==> src/rtl/fp_pkg.sv <==
`default_nettype none
// ============================================================================
// Module  : fp_pkg
// Brief   : Shared IEEE-754 single-precision constants and FSM state encoding
// Revision: 1.0
// ============================================================================
package fp_pkg;

    localparam int          EXP_BIAS = 127;
    localparam logic [7:0]  EXP_MAX  = 8'hFF;
    localparam logic [31:0] QNAN     = 32'h7FC0_0000;
    localparam logic [31:0] PINF     = 32'h7F80_0000;

    typedef logic [1:0] state_t;

    localparam state_t ST_IDLE = 2'd0;
    localparam state_t ST_MUL  = 2'd1;
    localparam state_t ST_NORM = 2'd2;
    localparam state_t ST_DONE = 2'd3;

endpackage : fp_pkg
`default_nettype wire

==> src/rtl/mant_mul24.sv <==
`default_nettype none
// ============================================================================
// Module  : mant_mul24
// Brief   : Shift-add mantissa multiplier engine, one partial product per step
// Revision: 1.0
// ============================================================================
module mant_mul24 #(
    parameter int MANT_W = 24
) (
    input  logic                  clk,
    input  logic                  rst,
    input  logic                  i_load,
    input  logic                  i_step,
    input  logic [MANT_W-1:0]     i_m,
    output logic [2*MANT_W-1:0]   o_acc,
    output logic                  o_last
);

    localparam int                CNT_W  = $clog2(MANT_W);
    localparam logic [CNT_W-1:0]  C_LAST = CNT_W'(MANT_W - 1);

    logic [MANT_W-1:0]    r_m;
    logic [2*MANT_W-1:0]  r_acc;
    logic [CNT_W-1:0]     r_cnt;
    logic [2*MANT_W-1:0]  w_addend;

    assign w_addend = {{MANT_W{1'b0}}, r_m} << r_cnt;

    always_ff @(posedge clk) begin
        if (rst) begin
            r_m   <= '0;
            r_acc <= '0;
            r_cnt <= '0;
        end else if (i_load) begin
            r_m   <= i_m;
            r_acc <= '0;
            r_cnt <= '0;
        end else if (i_step) begin
            if (r_m[r_cnt])
                r_acc <= r_acc + w_addend;
            r_cnt <= r_cnt + 1'b1;
        end
    end

    assign o_acc  = r_acc;
    assign o_last = (r_cnt == C_LAST);

endmodule : mant_mul24
`default_nettype wire

==> src/rtl/fp_square.sv <==
`default_nettype none
// ============================================================================
// Module  : fp_square
// Brief   : Iterative IEEE-754 single-precision squarer (Out = A*A), RNE
// Revision: 1.0
// ============================================================================
module fp_square
    import fp_pkg::*;
#(
    parameter int MANT_W   = 24,
    parameter int EXP_BIAS = fp_pkg::EXP_BIAS
) (
    input  logic        sq_clk,
    input  logic        reset,
    input  logic [31:0] A,
    input  logic        start,
    output logic        busy,
    output logic        done,
    output logic [31:0] Out
);

    localparam logic signed [9:0] C_BIAS = 10'(EXP_BIAS);

    state_t                r_state;
    logic [7:0]            r_exp;

    logic [7:0]            w_exp_in;
    logic [22:0]           w_frac_in;
    logic                  w_accept;
    logic                  w_is_nan;
    logic                  w_is_inf;
    logic                  w_is_zero;
    logic                  w_load;
    logic [2*MANT_W-1:0]   w_p;
    logic                  w_last;

    logic                  w_n;
    logic [22:0]           w_mant;
    logic                  w_guard;
    logic                  w_sticky;
    logic                  w_rup;
    logic [23:0]           w_mant_r;
    logic                  w_rcarry;
    logic signed [9:0]     w_e2;
    logic [31:0]           w_norm_out;

    assign w_exp_in  = A[30:23];
    assign w_frac_in = A[22:0];
    assign w_is_nan  = (w_exp_in == EXP_MAX) && (w_frac_in != 23'd0);
    assign w_is_inf  = (w_exp_in == EXP_MAX) && (w_frac_in == 23'd0);
    assign w_is_zero = (w_exp_in == 8'd0);
    assign w_accept  = start && ((r_state == ST_IDLE) || (r_state == ST_DONE));
    assign w_load    = w_accept && !w_is_nan && !w_is_inf && !w_is_zero;

    mant_mul24 #(
        .MANT_W (MANT_W)
    ) u_mul (
        .clk    (sq_clk),
        .rst    (reset),
        .i_load (w_load),
        .i_step (r_state == ST_MUL),
        .i_m    ({1'b1, w_frac_in}),
        .o_acc  (w_p),
        .o_last (w_last)
    );

    // Product of two [1,2) mantissas lies in [1,4); bit 47 selects the binade.
    assign w_n      = w_p[47];
    assign w_mant   = w_n ? w_p[46:24] : w_p[45:23];
    assign w_guard  = w_n ? w_p[23]    : w_p[22];
    assign w_sticky = w_n ? (|w_p[22:0]) : (|w_p[21:0]);
    assign w_rup    = w_guard && (w_sticky || w_mant[0]);
    assign w_mant_r = {1'b0, w_mant} + {23'd0, w_rup};
    assign w_rcarry = w_mant_r[23];

    // An all-ones mantissa that rounds up wraps to zero, so only the exponent moves.
    assign w_e2 = $signed({1'b0, r_exp, 1'b0}) - C_BIAS
                + $signed({9'd0, w_n}) + $signed({9'd0, w_rcarry});

    always_comb begin
        w_norm_out = {1'b0, w_e2[7:0], w_mant_r[22:0]};
        if (w_e2 >= 10'sd255)
            w_norm_out = PINF;
        else if (w_e2 <= 10'sd0)
            w_norm_out = 32'h0;
    end

    always_ff @(posedge sq_clk) begin
        if (reset) begin
            r_state <= ST_IDLE;
            r_exp   <= 8'd0;
            Out     <= 32'h0;
            busy    <= 1'b0;
            done    <= 1'b0;
        end else begin
            done <= 1'b0;
            case (r_state)
                ST_IDLE, ST_DONE: begin
                    r_state <= ST_IDLE;
                    busy    <= 1'b0;
                    if (w_accept) begin
                        r_exp <= w_exp_in;
                        if (w_is_nan) begin
                            Out     <= QNAN;
                            r_state <= ST_DONE;
                            done    <= 1'b1;
                        end else if (w_is_inf) begin
                            Out     <= PINF;
                            r_state <= ST_DONE;
                            done    <= 1'b1;
                        end else if (w_is_zero) begin
                            Out     <= 32'h0;
                            r_state <= ST_DONE;
                            done    <= 1'b1;
                        end else begin
                            r_state <= ST_MUL;
                            busy    <= 1'b1;
                        end
                    end
                end
                ST_MUL: begin
                    if (w_last)
                        r_state <= ST_NORM;
                end
                ST_NORM: begin
                    Out     <= w_norm_out;
                    r_state <= ST_DONE;
                    busy    <= 1'b0;
                    done    <= 1'b1;
                end
                default: begin
                    r_state <= ST_IDLE;
                    busy    <= 1'b0;
                end
            endcase
        end
    end

endmodule : fp_square
`default_nettype wire
==> config.mk <==
export PLATFORM = sky130hd
export DESIGN_NAME = fp_square
export DESIGN_NICKNAME = d
export VERILOG_FILES = /design/src/rtl/fp_pkg.sv /design/src/rtl/mant_mul24.sv /design/src/rtl/fp_square.sv
export SDC_FILE = /design/constraint.sdc
export NUM_CORES = 1
export LEC_CHECK = 0
export ABC_AREA = 1
export BUFFER_PORTS_ARGS = -buffer_cell sky130_fd_sc_hd__clkbuf_2
export CORE_MARGIN = 2
export CORE_UTILIZATION = 45
export DETAILED_ROUTE_END_ITERATION = 6
export SKIP_LAST_GASP = 1
export SYNTH_ARGS = -nofsm -noshare
export SYNTH_HDL_FRONTEND = slang
export SYNTH_SLANG_ARGS = --single-unit
==> constraint.sdc <==
create_clock -name sq_clk -period 3.9 [get_ports sq_clk]
set_input_delay 0.78 -clock sq_clk [delete_from_list [all_inputs] [get_ports sq_clk]]
set_output_delay 0.78 -clock sq_clk [all_outputs]
set_load 0.05 [all_outputs]
# --- After elaboration in Yosys (flattened, before gate mapping) ---
# Cells that the tools add are included.
totals:
  out_inout_bits: 34
  word_cells: 78
  regBits: 121
  in_bits: 35
op_classes:
  order_cmp: 3
  addsub: 6
  muxes: 28
  eq_ne: 8
  shift: 1
  reduce_logical: 24
op_table:
  columns: ["operator", "count"]
  rows:
  - ["$mux 32", 4]
  - ["$pmux 32 s2", 1]
  - ["$mux 31", 2]
  - ["$add 48x48->48", 1]
  - ["$shl 24x5->48", 1]
  - ["$add 23x1->24", 1]
  - ["$logic_not 23->1", 1]
  - ["$mux 23", 1]
  - ["$reduce_bool 23->1", 1]
  - ["$reduce_or 23->1", 1]
  - ["$reduce_or 22->1", 1]
  - ["$add 10x2->10", 2]
  - ["$mux 1", 11]
  - ["$ge 10x9->1 const B", 1]
  - ["$le 10x1->1 const B", 1]
  - ["$mux 2", 5]
  - ["$sub 9x7->10 const B", 1]
  - ["$eq 8x8->1 const B", 1]
  - ["$logic_not 8->1", 1]
  - ["$logic_and 1x1->1", 7]
  - ["$lt 5x6->1 const B", 1]
  - ["$pmux 2 s3", 1]
  - ["$add 5x1->5 const B", 1]
  - ["$bmux 1 s5", 1]
  - ["13 further kinds", 21]

# --- Logic depth before layout (Yosys ltp) ---
logic_depth:
  depth_word: 10
  mapped_depth: 27
  ltp_nobuf: 26

# --- Hierarchy ---
# Synthesis repeated with hierarchy kept, for this count alone.
unflattened:
  cells_unflattened: 2198
  area_unflattened_um2: 12104.1
by_module_without_submodules:
  columns: ["module", "seq_area_each_um2", "instances", "cells_per_inst", "area_each_um2"]
  rows:
  - ["mant_mul24", 1541.5, 1, 1601, 8524.4]
  - ["fp_square", 860.8, 1, 597, 3579.7]

# --- Worst setup path after synthesis ---
# Ideal clock, no wire load.
synth_path:
  path_type: "register to register"
  start: "reg u_mul.r_acc[47], in the netlist u_mul.o_acc[47]"
  end: "reg Out[19]"
  t_required_ps: 3768
  t_arrival_ps: 2976
  setup_ps: 132
  period_less_slack_ps: 3108
  n_path_buf: 3
  stages_incl_launch_ff: 26
  setup_slack_ps: 792
  path_cell_list: "dfxtp_1 -> buf_6 -> buf_6 -> nand2_2 -> nand2_4 -> nand2_1 -> nor2_2 -> nand3_2 -> nor2_4 -> nand2_1 -> nor2_2 -> nand3_1 -> ha_1 -> inv_1 -> ha_1 -> inv_1 -> nand2_1 -> and2_1 -> nand3_1 -> nor2_1 -> nand3_1 -> a21oi_2 -> nor2_4 -> buf_6 -> nand3_1 -> a21oi_2"
synth_via:
  elab_chain_cells: 9
  word_cells_on_any_way: 13
  cone_classes: "add/sub: 3; order compare: 2; mux: 6; reduce/logical: 2"
synth_lines:
  columns: ["element", "line", "source"]
  rows:
  - ["from (decl)", "mant_mul24.sv:23", "logic [2*MANT_W-1:0] r_acc;"]
  - ["from (signal assigned)", "mant_mul24.sv:40", "r_acc <= r_acc + w_addend;"]
  - ["$mux 1 / $mux 23 (equally long branches)", "fp_square.sv:71, fp_square.sv:69", null]
  - ["$logic_or 1x1->1", "fp_square.sv:72", "assign w_rup = w_guard && (w_sticky || w_mant[0]);"]
  - ["$logic_and 1x1->1", "fp_square.sv:72", null]
  - ["$add 23x1->24", "fp_square.sv:73", "assign w_mant_r = {1'b0, w_mant} + {23'd0, w_rup};"]
  - ["$add 10x2->10", "fp_square.sv:78", "+ $signed({9'd0, w_n}) + $signed({9'd0, w_rcarry});"]
  - ["$le 10x1->1", "fp_square.sv:84", "else if (w_e2 <= 10'sd0)"]
  - ["$mux 31", "fp_square.sv:84", null]
  - ["$mux 31 *", "fp_square.sv:82", "if (w_e2 >= 10'sd255)"]
  - ["$pmux 32 s2 *", "fp_square.sv:97", "case (r_state)"]
  - ["to (signal assigned)", "fp_square.sv:126", "Out <= w_norm_out;"]
  - ["to (decl)", "fp_square.sv:19", "output logic [31:0] Out"]
# Mark *: on every way between the ends. The rest lies on a longest branch, timed or not.
# A chain may end at the register's enable or synchronous reset.

# --- Worst setup path in the final report ---
layout_path:
  start: "reg u_mul.r_cnt[0]"
  end: "reg u_mul.r_acc[34], in the netlist u_mul.o_acc[34]"
layout_via:
  elab_chain_cells: 3
  word_cells_on_any_way: 5
  cone_classes: "add/sub: 1; shift: 1; mux: 2; reduce/logical: 1"
layout_lines:
  columns: ["element", "line", "source"]
  rows:
  - ["from (decl)", "mant_mul24.sv:24", "logic [CNT_W-1:0] r_cnt;"]
  - ["from (signal assigned)", "mant_mul24.sv:41", "r_cnt <= r_cnt + 1'b1;"]
  - ["parallel branches: the longest is 3 deep, another holds $add 48x48->48", null, null]
# Several ways; the timed one is not identified. The select of a mux whose other input is x is not followed.

==> results_dict.tcl <==
set metrics [dict create \
    synth-seq-cells 120 \
    final.setup.worst_slack_ns 0.197 \
    cts_max_level 4 \
    stdcell_count 2315 \
    grt_overflow 0 \
    synth_ff_type "dfxtp_1" \
    nFillCells 2697 \
    fin_util_pct 51.8 \
    synth_common_cells "525 x nand2_1, 238 x inv_1, 208 x nor2_1" \
    dpl-instance-area_um2 11900 \
    avgRoutedWirePerCell_um 17.0 \
    end_kind "flop" \
    first_global_vias 11347 \
    start_util_pct 45.9 \
    clk_latency_ns 0.44 \
    hold_class "reg -> reg" \
    vias 12505 \
    first_pass_iters 5 \
    pwr-share-comb_pct 44.2 \
    synth_top_area_share_pct 21.4 \
    tightest_slew_ns 1.01 \
    rsz0062_at_grt "true" \
    ant_nets 0 \
    ys.warnings.count 0 \
    cp_common_cell "nand2_1" \
    finalInstanceArea_um2 12600 \
    finalSetupViolCount 0 \
    synth.distinct_cells 53 \
    cts_sinks 120 \
    grt_pass1_wl_um 60800 \
    cts_made_buffers 17 \
    fin_worst_skew_ns 0.0174 \
    p_int_mw 3.29 \
    drt-total-wl_um 39300 \
    drt_iter0_markers 1173 \
    cts.clk_slew.worst_paths_ns 0.07 \
    dieArea_um2 26200 \
    slew_headroom_pct 32.7 \
    io_pins 69 \
    synthCells 1920 \
    clk_path_buf_depth 2 \
    layout_min_cycle_time_ns 3.70 \
    syn_area_per_cell_um2 5.84 \
    ir_drop_mv 0.325 \
    p_sw_mw 2.76 \
    drv_cap 0 \
    power_density_nw_per_um2 479 \
    clkPwrFrac_pct 29.0 \
    swShare_pct 45.7 \
    place_ws_ns -0.128 \
    crit_type "reg -> reg" \
    port_buffers 66 \
    cts_tree "yes" \
    synth_fp_nets 2009 \
    die_h_um 162 \
    cp.required_ns 4.22 \
    critPathLaunchType "flop" \
    antenna_found_initial 1 \
    path_cells "clkinvlp_4 > buf_2 > nand2_1 > nand3_1 > nand2_1 > nor2_1 > a31oi_1 > nand2_1 > o21ai_0 > o21ai_0 > ha_1 > nand2_1 > nor2_1 > nand2_1 > nor3_1 > nand3_1 > nand4_1 > nand3_1 > nand2_1 > inv_1" \
    pwr-share-seq_pct 26.8 \
    synth_edf_count 0 \
    synth_area_um2 11200 \
    drc_errors 0 \
    crit_path_max_fanout 7 \
    arrival_ns 4.03 \
    root_buffer "clkbuf_16" \
    grt_use_total_pct 29.8 \
    chipWidth_um 162 \
    nNetsFinal 2066 \
    synthArstFlopShare_pct 0 \
    dpl.hpwl_um 30900 \
    area_growth_pct 12.8 \
    synth_seq_area_share_pct 21.4 \
    p_leak_nw 6.02 \
    critical-path-max-stage-delay_ns 0.41 \
    synth_area_leaders "dfxtp_1 21%, nand2_1 18%, inv_1 8.0%" \
    grt_max_degree 62 \
    drive_gt1_share_pct 12.2 \
    gp_congestion 0.979 \
    fmax_ghz 0.270 \
    post-synth-top-count-cell "nand2_1" \
    holdBufCountCts 0 \
    cp_slowest_cell "ha_1" \
    core_area_um2 24400 \
    status "finished clean" \
    maxSlewViolCount 0 \
    placed_cells 2275 \
    synth_top_area_cell "dfxtp_1" \
    hold_viol 0 \
    post-route-period-util_pct 94.9 \
    viasPerCell 5.40 \
    rows 57 \
]
critical path: cells and delay by family (launching register included):
family          cells  cell delay [ns]
buf+inv             3             0.41
flops               1             0.39
simple gates       13             1.79
fa+ha+maj           1             0.41
compound gates      3             0.59
registers in the layout, summed over array words and instances (netlist names):
register / flops
u_mul.o_acc: 48
Out: 31
u_mul.r_m: 24
r_exp: 8
u_mul.r_cnt: 5
r_state: 2
busy: 1
done: 1
kinds of logic after synthesis:
logic type | synth area share [%]
AO/OA/AOI/OAI | 20.1
XOR/XNOR | 2.19
adder cells (fa/ha/maj) | 6.10
buffers and inverters | 11.7
flip-flops | 21.4
multiplexers | 0.804
other | 0.0335
AND/OR/NAND/NOR | 37.6
path summary, 6_finish.rpt:
check / cells after the start / start / to / slack, ns
worst max register to register: 20 / u_mul.r_cnt[0]$_SDFFE_PP0N_ / u_mul.o_acc[34]$_SDFFE_PP0P_ / 0.20
worst min-delay path: 2 / Out[18]$_SDFFE_PP0P_ / Out[18]$_SDFFE_PP0P_ / 0.47
worst min register to register: 2 / Out[18]$_SDFFE_PP0P_ / Out[18]$_SDFFE_PP0P_ / 0.47
worst max-delay path: 20 / u_mul.r_cnt[0]$_SDFFE_PP0N_ / u_mul.o_acc[34]$_SDFFE_PP0P_ / 0.20
power by group through the flow:
stage          combinational (mW)  sequential, mW  clock (mW)
2_1_floorplan                1.76            1.74           0
3_3_place_gp                 2.57            1.63           0
3_5_place_dp                 2.59            1.64           0
4_1_cts                      2.61            1.61        1.78
5_1_grt                      2.96            1.64        1.83
6_report                     2.67            1.62        1.75
stage by stage:
stage / setup TNS, ns / power [mW] / hold slack [ns]
floorplan: 0 / 3.51 / 0.445
global placement: -0.0166 / 4.20 / 0.453
detailed placement: -1.15 / 4.22 / 0.458
CTS: 0 / 6.00 / 0.469
global route: -0.476 / 6.43 / 0.479
finish: 0 / 6.05 / 0.469
metal layers:
metal / share of wire (%) / vias to the layer above / global-route usage [%]
li1: - / 6384 / -
met1: 47 / 5725 / 41.6
met2: 45 / 343 / 47.9
met3: 6.2 / 53 / 4.39
met4: 2.0 / 0 / 7.92
met5: 0 / - / 0
cell usage in the layout, fill, tap and decap left out, types with 14 or more instances in the layout:
master	Yosys	routed
nand3_1	106	105
a21oi_2	12	14
o21ai_0	143	132
nand2_1	525	525
nand3_2	19	19
clkbuf_16	0	17
nand4_1	29	29
buf_4	6	36
clkbuf_2	0	66
xor2_1	15	15
a21oi_1	150	147
nor2_1	208	203
nor2_2	11	17
nor3_1	29	27
dfxtp_1	120	118
o21ai_1	62	72
ha_1	53	48
inv_1	238	236
final cells by class:
type | count | area, um^2 | area share (%)
flip-flops and latches | 120 | 2400 | 19.0
diodes | 1 | 2.50 | 0.0198
well taps | 324 | 405 | 3.21
multi-input cells | 1481 | 7600 | 60.2
inverters | 252 | 952 | 7.53
clock buffers | 17 | 425 | 3.37
clock inverters | 15 | 199 | 1.57
repair buffers | 105 | 646 | 5.11
timing repair:
item | in CTS | in global routing
setup endpoints to repair | 21 | 59
pin swaps | 1 | 8
setup buffers | 0 | 5
endpoints found under the hold margin | 0 | 0
gates resized for setup | 1 | 39
cloned | 1 | 1
(Power assumes the default switching activity.)
